**src/rtl/ibuf_pkg.sv**
```systemverilog
// Shared definitions for the column input buffer: default sizes and occupancy encoding.
// Latency: n/a (package only).
// Backpressure: n/a (package only).
package ibuf_pkg;

    localparam int DW_DEF  = 8;
    localparam int LEN_DEF = 4;

    // Occupancy of the two ping-pong banks, decoded from the bank-full flags.
    typedef enum logic [1:0] {
        ST_EMPTY = 2'd0,
        ST_ONE   = 2'd1,
        ST_TWO   = 2'd2
    } occ_state_t;

endpackage

```
**src/rtl/ibuf_bank.sv**
```systemverilog
// One LEN x DW element bank: parallel load of a packed word, indexed element read.
// Latency: write visible one cycle after we; read is combinational from ridx.
// Backpressure: none; the owner decides when a write is allowed.
//
// Ports: CLK/RSTN clock and async active-low reset; we loads wdata (element 0 in the
// most-significant DW bits); ridx selects the element presented on rdata.
module ibuf_bank
    import ibuf_pkg::*;
#(
    parameter int DW   = DW_DEF,
    parameter int LEN  = LEN_DEF,
    parameter int IDXW = $clog2(LEN)
) (
    input  logic                CLK,
    input  logic                RSTN,
    input  logic                we,
    input  logic [DW*LEN-1:0]   wdata,
    input  logic [IDXW-1:0]     ridx,
    output logic [DW-1:0]       rdata
);

    logic [DW-1:0] mem [LEN];

    always_ff @(posedge CLK or negedge RSTN) begin
        if (!RSTN) begin
            for (int i = 0; i < LEN; i++) begin
                mem[i] <= '0;
            end
        end else if (we) begin
            for (int i = 0; i < LEN; i++) begin
                mem[i] <= wdata[DW*LEN-1-DW*i -: DW];
            end
        end
    end

    assign rdata = mem[ridx];

endmodule

```
**src/rtl/ibuf_col_pingpong.sv**
```systemverilog
// Ping-pong column input buffer: packed words in, elements out MSB-first, one per ShiftEN.
// Latency: first element on OD two cycles after accept when ShiftEN follows the accept.
// Backpressure: IReady low only while both banks hold unread words.
//
// Ports: CLK, RSTN (async active-low), CLR (sync flush); IWord/IValid/IReady input
// handshake; ShiftEN pops one element; OD/OValid/OLast registered element output;
// ShiftEN_o is ShiftEN delayed one cycle; Empty when no bank holds a word.
// Optional macro IBUF_UNDERRUN_CNT_EN adds UnderrunCnt, a saturating count of pops
// requested while empty, cleared by RSTN and CLR.
module ibuf_col_pingpong
    import ibuf_pkg::*;
#(
    parameter int DW  = DW_DEF,
    parameter int LEN = LEN_DEF
) (
    input  logic                CLK,
    input  logic                RSTN,
    input  logic                CLR,
    input  logic [DW*LEN-1:0]   IWord,
    input  logic                IValid,
    output logic                IReady,
    input  logic                ShiftEN,
    output logic [DW-1:0]       OD,
    output logic                OValid,
    output logic                OLast,
    output logic                ShiftEN_o,
    output logic                Empty
`ifdef IBUF_UNDERRUN_CNT_EN
    ,
    output logic [15:0]         UnderrunCnt
`endif
);

    localparam int IDXW = $clog2(LEN);

    logic [1:0]      full_q, full_d;
    logic            rd_bank_q, rd_bank_d;
    logic            wr_bank_q, wr_bank_d;
    logic [IDXW-1:0] idx_q, idx_d;
    occ_state_t      state;
    logic            accept, pop, last_el;
    logic [DW-1:0]   rdata0, rdata1, rdata;

    // Banks fill and drain in the same order, so a single full bank is always rd_bank.
    always_comb begin
        state = ST_EMPTY;
        if (full_q == 2'b11) begin
            state = ST_TWO;
        end else if (full_q != 2'b00) begin
            state = ST_ONE;
        end
    end

    assign IReady  = (state != ST_TWO);
    assign Empty   = (state == ST_EMPTY);
    assign accept  = IValid && IReady;
    assign pop     = ShiftEN && full_q[rd_bank_q];
    assign last_el = (idx_q == IDXW'(LEN - 1));
    assign rdata   = rd_bank_q ? rdata1 : rdata0;

    ibuf_bank #(.DW(DW), .LEN(LEN), .IDXW(IDXW)) u_bank0 (
        .CLK   (CLK),
        .RSTN  (RSTN),
        .we    (accept && !CLR && !wr_bank_q),
        .wdata (IWord),
        .ridx  (idx_q),
        .rdata (rdata0)
    );

    ibuf_bank #(.DW(DW), .LEN(LEN), .IDXW(IDXW)) u_bank1 (
        .CLK   (CLK),
        .RSTN  (RSTN),
        .we    (accept && !CLR && wr_bank_q),
        .wdata (IWord),
        .ridx  (idx_q),
        .rdata (rdata1)
    );

    always_ff @(posedge CLK or negedge RSTN) begin
        if (!RSTN) begin
            full_q    <= 2'b00;
            rd_bank_q <= 1'b0;
            wr_bank_q <= 1'b0;
            idx_q     <= '0;
        end else begin
            full_q    <= full_d;
            rd_bank_q <= rd_bank_d;
            wr_bank_q <= wr_bank_d;
            idx_q     <= idx_d;
        end
    end

    // Accept and pop never target the same bank: wr_bank==rd_bank only in EMPTY
    // (no pop) or TWO (no accept), so both updates may apply in one cycle.
    always_comb begin
        full_d    = full_q;
        rd_bank_d = rd_bank_q;
        wr_bank_d = wr_bank_q;
        idx_d     = idx_q;
        if (CLR) begin
            full_d    = 2'b00;
            rd_bank_d = 1'b0;
            wr_bank_d = 1'b0;
            idx_d     = '0;
        end else begin
            if (pop) begin
                if (last_el) begin
                    idx_d             = '0;
                    full_d[rd_bank_q] = 1'b0;
                    rd_bank_d         = ~rd_bank_q;
                end else begin
                    idx_d = idx_q + IDXW'(1);
                end
            end
            if (accept) begin
                full_d[wr_bank_q] = 1'b1;
                wr_bank_d         = ~wr_bank_q;
            end
        end
    end

    always_ff @(posedge CLK or negedge RSTN) begin
        if (!RSTN) begin
            OD        <= '0;
            OValid    <= 1'b0;
            OLast     <= 1'b0;
            ShiftEN_o <= 1'b0;
        end else begin
            ShiftEN_o <= ShiftEN;
            if (CLR) begin
                OValid <= 1'b0;
                OLast  <= 1'b0;
            end else if (pop) begin
                OD     <= rdata;
                OValid <= 1'b1;
                OLast  <= last_el;
            end else begin
                OValid <= 1'b0;
                OLast  <= 1'b0;
                // Underrun drives a zero element so the PE sees no stale data.
                if (ShiftEN) begin
                    OD <= '0;
                end
            end
        end
    end

`ifdef IBUF_UNDERRUN_CNT_EN
    logic underrun;
    assign underrun = ShiftEN && !pop;

    always_ff @(posedge CLK or negedge RSTN) begin
        if (!RSTN) begin
            UnderrunCnt <= 16'h0000;
        end else if (CLR) begin
            UnderrunCnt <= 16'h0000;
        end else if (underrun && (UnderrunCnt != 16'hFFFF)) begin
            UnderrunCnt <= UnderrunCnt + 16'h0001;
        end
    end
`endif

endmodule

```
**config.mk**
```make
export PLATFORM = sky130hd
export DESIGN_NAME = ibuf_col_pingpong
export DESIGN_NICKNAME = d
export VERILOG_FILES = /design/src/rtl/ibuf_pkg.sv /design/src/rtl/ibuf_bank.sv /design/src/rtl/ibuf_col_pingpong.sv
export SDC_FILE = /design/constraint.sdc
export NUM_CORES = 1
export LEC_CHECK = 0
export BUFFER_PORTS_ARGS = -buffer_cell sky130_fd_sc_hd__buf_2
export CAP_MARGIN = 20
export CORE_ASPECT_RATIO = 1.4
export CORE_MARGIN = 4
export CORE_UTILIZATION = 35
export CTS_BUF_LIST = sky130_fd_sc_hd__clkbuf_4 sky130_fd_sc_hd__clkbuf_8
export CTS_CLUSTER_DIAMETER = 150
export DETAILED_ROUTE_END_ITERATION = 6
export PLACE_DENSITY = 0.63
export SLEW_MARGIN = 20
export SYNTH_ARGS = -nofsm -noshare
export SYNTH_HDL_FRONTEND = slang
export SYNTH_SLANG_ARGS = --single-unit
```
**constraint.sdc**
```tcl
create_clock -name CLK -period 1.5 [get_ports CLK]
set_input_delay 0 -clock CLK [delete_from_list [all_inputs] [get_ports CLK]]
set_output_delay 0 -clock CLK [all_outputs]
set_load 0.05 [all_outputs]
```
==> metrics.md <==
| Metric | Value |
|---|---|
| Register area share after synthesis | 0.567 |
| Synthesized cell area | 3580 um^2 |
| Placeable Area | 9950 um^2 |
| Routability cong. | 0.734 |
| Vias in the first global route | 2459 |
| Most frequent cells after synthesis | dfrtp_1, mux2_2, nand2_1 |
| DR DRC count | 0 |
| Class of the tightest hold or removal check | in2async |
| Final wirelength | 7380 um |
| Cells after Synth | between 200 and 250 |
| Tmin final | 1.50 ns |
| Nets | 386 |
| Crit path kind | reg2reg |
| Synth area leaders | dfrtp_1, mux2_2, mux4_2, o31ai_1, o22ai_1 |
| Die area | about 12000 um^2 |
| Unique masters post-synth | 27 |
| Synth warn | 0 |
| Non-Filler Instances | 488 |
| Final WS setup | -0.00256 ns |
| Hold_ws | between 0.1 and 0.15 ns |
| Max-slew headroom | 0.744 |
| Diode count | 0 |
| Via Count | approximately 2300 |
| CP Capture Type | register |
| Syn Nets | 285 |
| Seq cells post-synth | 81 |
| Leakage | around 2.1 nW |
| Layout cells sized above 1 | 0.518 |
| Clk sink count | 81 |
| Achievable Freq | 666 MHz |
| Area leader, netlist | dfrtp_1 |
| Later-pin clock latency in the skew report | 0.36 ns |
| Final hold vios | 0 |
| Fin util | 0.474 |
| Slew @ Worst Pin | 0.384 ns |
| Worst path required time | 1.74 ns |
| Crit share post-route | 1.00 |
| Max Slew Vio Count | 0 |
| Initial drt markers | 96 |
| CTS tree | yes |
| Clock Tree Root | clkbuf_8 |
| Setup-failing EPs final | 5 |
| Failing checks | negative setup slack |
| I/O Buffers | 49 |
| Status | finished, violations left |
| Post-synth EDFFs | 0 |
| Largest net degree at the start of global routing | 37 |
| Max rail drop VDD | 0.505 mV |
| Area delta synth->final | 31.9% |
| Power density cells | 1320 nW/um^2 |
| RSZ-0062 raised after global routing | true |
| Prevailing post-synth register cell | dfrtp_1 |
| Detailed-placement wirelength estimate | between 5000 and 6000 um |
| Syn_area_per_cell | about 14 um^2 |
| Clock Tree Buf Depth | 2 |
| Total track usage | 0.134 |
| CTS buffer count | 9 |
| Ys async rst share | 1.00 |
| Fin area | between 4000 and 5000 um^2 |
| Internal reg-to-reg setup slack | -0.003 ns |
| Placed Instances | 436 |
| Crit Path Max Fanout | 33 |
| First drt pass iteration count | 4 |
| IO Count | 50 |
| CTS clock-pin slew for the worst setup and hold paths | roughly 0.09 ns |
| Vias per cell | 4.77 |
| GR Overflow Total | 0 |
| Share of the synthesized area in the top cell type | 0.567 |
| CP arrival | between 1.5 and 2 ns |
| Initial antenna violation count | 0 |
| Routed Antenna Nets | 0 |
| H-Tree Depth | 3 |
| Routed len/inst | 15.1 um |
| Startpoint Class | register |
| Die width | 93.4 um |
| Placement Cell Area | 4080 um^2 |
| Die H | 128 um |
| Max Cap Violations | 0 |
| First-pass GRT wire length | 12500 um |
| Initial Utilization | 0.359 |
| Setup Skew | around 0.011 ns |
| Rows | 43 |
| Dpl ws | -0.0426 ns |
metal layers:
layer / track usage / part of all wire
met1: 0.175 / 0.43
met2: 0.222 / 0.52
met3: 0.0271 / 0.036
met4: 0.0466 / 0.016
met5: 0 / 0
critical path, cell delays in order, from the launching register on:
cell and delay (ns):
dfrtp_1 0.40, a21boi_2 0.15, nor3b_4 0.23, buf_12 0.24, mux2_2 0.36
cell families after synthesis:
group,count (synthesis),synth area share
muxes,90,0.308
DFF,81,0.567
and+or+nand+nor,30,0.0406
AOI/OAI and AO/OA,25,0.0483
buffers and inverters,19,0.0304
xor gates and xnor gates,1,0.00245
adders and majority gates,1,0.00350
area by class of cell:
class                      count  area [um^2]
clock buffer                  11          151
clock inverter                 5         77.6
fill                         892         5240
inverter                       5         18.8
multi-input combinational    147         1470
sequential                    81         2030
tap                          135          169
timing repair buffer         104          801
registers in the layout (all words and copies together), names as in the netlist:
register / cells
u_bank1.mem: 32
u_bank0.mem: 32
OLast: 1
OValid: 1
OD: 8
idx_q: 2
rd_bank_q: 1
ShiftEN_o: 1
full_q: 2
wr_bank_q: 1
stage by stage:
stage           TNS, ns  total power, W
5_1_grt           -3.12         0.00657
4_1_cts          -0.292         0.00633
2_1_floorplan     -2.16         0.00401
6_report       -0.00640         0.00624
3_5_place_dp    -0.0636         0.00444
3_3_place_gp     -0.153         0.00440
final timing paths:
check                           startpoint  depth (start not counted)              to
min in group CLK                    IValid                          5       wr_bank_q
worst min-delay path                  RSTN                          2  u_bank0.mem[3]
worst min register to register       OD[7]                          2           OD[7]
worst max register to register   full_q[1]                          4  u_bank0.mem[5]
worst max-delay path             full_q[1]                          4  u_bank0.mem[5]
max in group asynchronous             RSTN                          3  u_bank1.mem[5]
what timing repair did:
item / CTS / global route
gates resized for setup: 4 / 8
buffers inserted: 2 / 0
pin swaps: 3 / 1
endpoints found under the setup margin: 32 / 63
hold endpoints to repair: 151 / 0
hold buffers: 35 / 0
cells in the final DEF, fill, tap and decap left out:
| cell type | instances |
|---|---|
| dfrtp_2 | 1 |
| clkbuf_8 | 11 |
| buf_6 | 2 |
| clkinvlp_4 | 1 |
| buf_12 | 3 |
| nand3_1 | 3 |
| nand2_1 | 11 |
| nor3b_4 | 1 |
| clkinv_2 | 2 |
| o21ai_0 | 2 |
| nor2_1 | 9 |
| o31ai_1 | 9 |
| xnor2_1 | 1 |
| nor2_2 | 1 |
| a31o_4 | 1 |
| nor4_1 | 1 |
| dlygate4sd3_1 | 35 |
| inv_1 | 4 |
| dfrtp_1 | 80 |
| buf_8 | 1 |
| buf_2 | 48 |
| mux2_2 | 81 |
| or4_4 | 1 |
| a21oi_1 | 3 |
| nand2b_1 | 1 |
| o22ai_1 | 8 |
| a311o_1 | 1 |
| buf_4 | 15 |
| or3_1 | 1 |
| mux2i_1 | 1 |
| bufinv_16 | 2 |
| ha_4 | 1 |
| inv_2 | 1 |
| nand2b_2 | 1 |
| mux4_2 | 8 |
| a21boi_2 | 1 |
power breakdown:
| part | internal (W) | switching, W | total (W) |
|---|---|---|---|
| clock network | 0.00102 | 0.000765 | 0.00179 |
| logic | 0.000842 | 0.000603 | 0.00144 |
| registers | 0.00274 | 0.000274 | 0.00301 |
No activity file was read; power rests on OpenSTA's default activity.
